**config.mk**
```make
export PLATFORM = sky130hd
export DESIGN_NAME = mult_fu_bp
export DESIGN_NICKNAME = d
export VERILOG_FILES = /design/src/rtl/mult_fu_bp.sv
export SDC_FILE = /design/constraint.sdc
export NUM_CORES = 2
export LEC_CHECK = 0
export ABC_AREA = 1
export ABC_CLOCK_PERIOD_IN_PS = 9200
export CAP_MARGIN = 25
export CORE_UTILIZATION = 65
export CTS_BUF_LIST = sky130_fd_sc_hd__clkbuf_4
export CTS_CLUSTER_SIZE = 14
export DETAILED_ROUTE_END_ITERATION = 8
export PLACE_DENSITY = 0.83
export SYNTH_ARGS = -nofsm -noshare
export SYNTH_HDL_FRONTEND = slang
export SYNTH_SLANG_ARGS = --single-unit
export TNS_END_PERCENT = 20
```
**constraint.sdc**
```tcl
create_clock -name clock -period 9.2 [get_ports clock]
set_clock_uncertainty 0.1 [all_clocks]
set_input_delay 1.38 -clock clock [delete_from_list [all_inputs] [get_ports clock]]
set_output_delay 1.38 -clock clock [all_outputs]
set_load 0.01 [all_outputs]
```
**src/rtl/mult_fu_bp.sv**
```systemverilog
// rtl/mult_fu_bp.sv - pipelined RISC-V multiply unit with per-stage backpressure
// Shift-and-add product spread over NUM_STAGE stages; each advance retires one multiplier chunk.
module mult_fu_bp #(
    parameter int XLEN          = 32,
    parameter int NUM_STAGE     = 4,
    parameter int ROB_ADDR_BITS = 5,
    parameter int REG_ADDR_BITS = 5
) (
    input  logic                           clock,
    input  logic                           reset,
    input  logic                           squash_in,
    input  logic                           valid_in,
    output logic                           ready_out,
    input  logic [1:0]                     func_in,
    input  logic [XLEN-1:0]                rs1_value_in,
    input  logic [XLEN-1:0]                rs2_value_in,
    input  logic [ROB_ADDR_BITS-1:0]       rob_idx_in,
    input  logic [REG_ADDR_BITS-1:0]       dest_reg_in,
    output logic                           cp_valid_out,
    input  logic                           cp_ready_in,
    output logic [XLEN-1:0]                cp_value_out,
    output logic [ROB_ADDR_BITS-1:0]       cp_rob_idx_out,
    output logic [REG_ADDR_BITS-1:0]       cp_dest_reg_out,
    output logic [$clog2(NUM_STAGE+1)-1:0] inflight_cnt_out
);
    localparam int PW    = 2 * XLEN;
    localparam int CHUNK = PW / NUM_STAGE;
    localparam int CNTW  = $clog2(NUM_STAGE + 1);
    localparam logic [PW-1:0] CHUNK_MASK = {PW{1'b1}} >> (PW - CHUNK);

    localparam logic [1:0] FN_MUL    = 2'd0;
    localparam logic [1:0] FN_MULH   = 2'd1;
    localparam logic [1:0] FN_MULHU  = 2'd3;

    logic [NUM_STAGE-1:0]     valid_q;
    logic [NUM_STAGE-1:0]     valid_d;
    logic [NUM_STAGE-1:0]     adv;
    logic [1:0]               func_q   [NUM_STAGE];
    logic [ROB_ADDR_BITS-1:0] rob_q    [NUM_STAGE];
    logic [REG_ADDR_BITS-1:0] dest_q   [NUM_STAGE];
    logic [PW-1:0]            acc_q    [NUM_STAGE];
    logic [PW-1:0]            mcand_q  [NUM_STAGE];
    logic [PW-1:0]            mplier_q [NUM_STAGE];
    logic [PW-1:0]            acc_d    [NUM_STAGE];
    logic [PW-1:0]            mcand_d  [NUM_STAGE];
    logic [PW-1:0]            mplier_d [NUM_STAGE];
    logic [CNTW-1:0]          cnt_q;
    logic [CNTW-1:0]          cnt_d;
    logic                     full_run;
    logic                     accept;
    logic                     rs1_signed;
    logic                     rs2_signed;
    logic [PW-1:0]            rs1_ext;
    logic [PW-1:0]            rs2_ext;

    // Sign-extending both operands to 2*XLEN makes the modular product exact for every variant.
    assign rs1_signed = (func_in != FN_MULHU);
    assign rs2_signed = (func_in == FN_MUL) || (func_in == FN_MULH);
    assign rs1_ext    = {{XLEN{rs1_signed & rs1_value_in[XLEN-1]}}, rs1_value_in};
    assign rs2_ext    = {{XLEN{rs2_signed & rs2_value_in[XLEN-1]}}, rs2_value_in};

    function automatic logic [PW-1:0] partial(input logic [PW-1:0] acc,
                                              input logic [PW-1:0] mcand,
                                              input logic [PW-1:0] mplier);
        return acc + mcand * (mplier & CHUNK_MASK);
    endfunction

    always_comb begin
        acc_d[0]    = partial('0, rs1_ext, rs2_ext);
        mcand_d[0]  = rs1_ext << CHUNK;
        mplier_d[0] = rs2_ext >> CHUNK;
        for (int k = 1; k < NUM_STAGE; k++) begin
            acc_d[k]    = partial(acc_q[k-1], mcand_q[k-1], mplier_q[k-1]);
            mcand_d[k]  = mcand_q[k-1] << CHUNK;
            mplier_d[k] = mplier_q[k-1] >> CHUNK;
        end
    end

    // A stage may advance unless it and every stage downstream are full with complete stalled.
    always_comb begin
        full_run = 1'b1;
        adv      = '0;
        for (int k = NUM_STAGE - 1; k >= 0; k--) begin
            full_run = full_run & valid_q[k];
            adv[k]   = cp_ready_in | ~full_run;
        end
    end

    always_comb begin
        valid_d    = '0;
        accept     = valid_in & adv[0] & ~squash_in;
        valid_d[0] = adv[0] ? accept : valid_q[0];
        for (int k = 1; k < NUM_STAGE; k++) begin
            valid_d[k] = adv[k] ? valid_q[k-1] : valid_q[k];
        end
        if (squash_in) begin
            valid_d = '0;
        end
        cnt_d = '0;
        for (int k = 0; k < NUM_STAGE; k++) begin
            cnt_d = cnt_d + CNTW'(valid_d[k]);
        end
    end

    always_ff @(posedge clock) begin
        if (reset) begin
            valid_q <= '0;
            cnt_q   <= '0;
            for (int k = 0; k < NUM_STAGE; k++) begin
                func_q[k]   <= '0;
                rob_q[k]    <= '0;
                dest_q[k]   <= '0;
                acc_q[k]    <= '0;
                mcand_q[k]  <= '0;
                mplier_q[k] <= '0;
            end
        end else begin
            valid_q <= valid_d;
            cnt_q   <= cnt_d;
            if (adv[0]) begin
                func_q[0]   <= func_in;
                rob_q[0]    <= rob_idx_in;
                dest_q[0]   <= dest_reg_in;
                acc_q[0]    <= acc_d[0];
                mcand_q[0]  <= mcand_d[0];
                mplier_q[0] <= mplier_d[0];
            end
            for (int k = 1; k < NUM_STAGE; k++) begin
                if (adv[k]) begin
                    func_q[k]   <= func_q[k-1];
                    rob_q[k]    <= rob_q[k-1];
                    dest_q[k]   <= dest_q[k-1];
                    acc_q[k]    <= acc_d[k];
                    mcand_q[k]  <= mcand_d[k];
                    mplier_q[k] <= mplier_d[k];
                end
            end
        end
    end

    assign ready_out        = adv[0];
    assign cp_valid_out     = valid_q[NUM_STAGE-1];
    assign cp_value_out     = (func_q[NUM_STAGE-1] == FN_MUL) ? acc_q[NUM_STAGE-1][XLEN-1:0]
                                                              : acc_q[NUM_STAGE-1][PW-1:XLEN];
    assign cp_rob_idx_out   = rob_q[NUM_STAGE-1];
    assign cp_dest_reg_out  = dest_q[NUM_STAGE-1];
    assign inflight_cnt_out = cnt_q;

endmodule
```
==> impl_results.md <==
- Ratio of cells with drive above 1 in the final layout: 0.0347
- Largest net degree at the start of global routing: 76
- Crit Path Max Fanout: 13
- Die area: roughly 0.10 mm²
- Max_cap viols: 0
- Synth area leaders: fa_1, edfxtp_1, inv_1, nand2_1, ha_1
- Max VDD drop: about 0.00054 V
- Mapped Nets: 9896
- Initial drt markers: about 4500
- Setup tns final: 0 ns
- Post-synthesis sequential area ratio: 0.177
- RD Place Congestion: approximately 1
- #FFs+latches synth: 397
- Slew Viols, Final: 0
- Synth top area share: 0.402
- Final core utilization: 0.694
- Hold buffer count at CTS: 0
- Drt total wl: 179000 µm
- # resized after CTS: 0
- Avg Cell Area, Syn: 8.22 µm²
- Req. time, crit path: 9.78 ns
- Remaining antenna violation count: 0
- Grt total ovfl: 0
- WL/cell: 18.6 µm
- Mapped Cells: 8156
- Setup bufs post-CTS: 0
- Port bufs: between 100 and 150
- Post-synthesis cell type count: 46
- DR vias: 51069
- Slew HR: 0.261
- Cell taking the most area after synthesis: fa_1
- Placed wire-length estimate: 148000 µm
- Final WS setup: 1.83 ns
- Class of the worst hold path: reg2reg
- Failing checks: DRC
- Vias in the first global route: about 55000
- Synthesis Warnings: 0
- Worst-Margin Slew: 1.11 ns
- Clk buf depth: 3
- # IOs: 128
- Static Leak: 39.7 nW
- H-tree levels: 3
- Die height: 323 µm
- Worst Setup End Kind: flop
- Ys async rst share: 0
- Fillers: 7967
- Type of the worst setup path: in2reg
- Initial Util: 0.657
- Final setup fails: 0
- Syn Std Cell Area: 0.0671 mm²
- Die X: about 320 µm
- PD cells: 354 mW/mm²
- Core ar.: 0.102 mm²
- Minimum clock period: around 7.4 ns
- Number of synthesized flops with an enable pin: 390
- Gr usage total: 0.361
- Clock latency on the worst-skew pair: 0.96 ns
- DP Worst Slack: about 0.96 ns
- Clock slew at reported path FFs: ~0.070 ns
- Net count reported at finish: 9889
- Unrepaired setup endpoints after global routing: false
- Worst Path Arrival: 7.95 ns
- Outcome: finished, violations left
- Initial antenna violation count: 5
- CP Launch Type: input port
- Pre-antenna DRT Iters: 9
- # clock sinks: 397
- Area grow syn2layout: 5.49%
- F_max: 136 MHz
- Row count: 117
- CTS tree: done
- Drc violations: 2
- Top FF cell, synth: edfxtp_1
- First-pass GRT wire length: approximately 290000 µm
- Via-to-Cell Ratio: 5.32
- Final Hold Vio Count: 0
- CTS root buffer: clkbuf_4
- TritonCTS buffer count: 107
- Ratio of final minimum period to clock period: 0.801
[path summary, 6_finish.rpt]
kind	from	end	slack (ns)	cells after the start
min reg2reg	acc_q[0][9]	acc_q[1][9]	0.38	2
max	rs2_value_in[6]	acc_q[0][40]	1.83	26
max reg2reg	mplier_q[0][78]	acc_q[2][63]	2.50	23
min	acc_q[0][9]	acc_q[1][9]	0.38	2
[layout by cell type (no fill, tap or decap), types with 10 or more instances in the layout]
cell type        synthesis  routed
nor2_1                 578     577
fa_1                  1346    1346
a21o_1                  10      10
nand3_1                116     116
clkdlybuf4s50_1          0     124
o21ai_0                126     126
edfxtp_1               390     390
clkbuf_4                 0     145
inv_1                 2680    2679
o21a_1                  24      24
clkinv_1                 0      30
a21oi_1                230     230
xnor2_1                 16      16
mux2_2                  32      32
nor3_1                  21      21
ha_1                   313     313
buf_4                    7      58
o21bai_1                18      18
nand2_1               1862    1858
nand4_1                 16      16
[cells in the mapped netlist, types with 2 or more instances]
library cell  number
inv_1           2680
nand2_1         1862
fa_1            1346
nor2_1           578
edfxtp_1         390
ha_1             313
clkbuf_1         274
a21oi_1          230
o21ai_0          126
nand3_1          116
mux2_2            32
o21a_1            24
nor3_1            21
o21bai_1          18
buf_2             17
nand4_1           16
xnor2_1           16
a21o_1            10
nand3b_1           9
xor2_1             9
buf_4              7
dfxtp_1            7
inv_2              6
and2_1             5
nor4_1             4
o21ai_1            4
or2_2              4
a21boi_0           3
a31oi_1            3
buf_1              3
nor2_2             3
nor2_4             3
a211oi_1           2
o211ai_1           2
o21bai_2           2
[report_power, final]
part | internal, mW | switching [mW] | total (mW) | leakage [nW]
clock network | 0.806 | 0.829 | 1.63 | 0.816
registers | 2.67 | 0.215 | 2.88 | 4.69
logic | 6.77 | 13.7 | 20.5 | 34.2
[cell type report]
cell class	instances	area, µm²	area share
multi-input cells	4770	44000	0.622
flip-flops and latches	397	11900	0.167
inverters	2686	10100	0.142
repair buffers	187	1730	0.0245
well taps	1368	1710	0.0242
clock buffers	145	1090	0.0154
clock inverters	47	304	0.00430
diodes	4	10.0	0.000141
[kinds of logic (layout without fill, tap and decap cells)]
| logic type | count (synthesis) | count (layout) | share of synthesized area |
|---|---|---|---|
| compound gates | 427 | 427 | 0.0346 |
| flops | 397 | 397 | 0.177 |
| buf+inv | 2989 | 3065 | 0.168 |
| mux | 32 | 32 | 0.00537 |
| other cells | 0 | 4 | 0 |
| xor+xnor | 25 | 25 | 0.00326 |
| simple gates | 2627 | 2627 | 0.152 |
| fa+ha+maj | 1659 | 1659 | 0.460 |
[flip-flops by register name, summed over array words and instances, names as in the netlist]
name / count
acc_q: 242
mcand_q: 81
dest_q: 20
rob_q: 20
mplier_q: 19
func_q: 8
valid_q: 4
inflight_cnt_out: 3
[metal layers]
metal,vias to the layer above,GRT usage,share of wire
met4,2,0.187,0.055
met2,2494,0.594,0.47
li1,23053,-,-
met3,605,0.0729,0.091
met5,-,0,0.000073
met1,24915,0.454,0.38
[worst max-delay path, cell delays in order]
cell and delay (ns):
clkdlybuf4s50_1 0.85, buf_4 0.34, buf_4 0.25, nand2_1 0.07, inv_1 0.12, fa_1 0.43
inv_1 0.09, fa_1 0.44, fa_1 0.51, inv_1 0.05, fa_1 0.49, fa_1 0.50
inv_1 0.05, fa_1 0.47, inv_1 0.04, ha_1 0.40, nand2_1 0.09, inv_1 0.08
nand2_1 0.07, nor3_1 0.44, nand3_1 0.16, nand3b_1 0.20, nand3_1 0.23, nand2_1 0.08
nand2_1 0.06, nor2_1 0.04
[stage by stage]
step / hold WS (ns) / area, µm² / power, mW / cells
6_report: 0.379 / 70800 / 25.0 / 9604
5_1_grt: 0.421 / 70800 / 27.7 / 9602
4_1_cts: 0.385 / 70800 / 24.8 / 9600
3_5_place_dp: 0.429 / 69400 / 23.0 / 9408
3_3_place_gp: 0.419 / 69300 / 22.8 / 9406
2_1_floorplan: 0.419 / 67100 / 17.0 / 8156
Power figures use the tool's default switching activity.
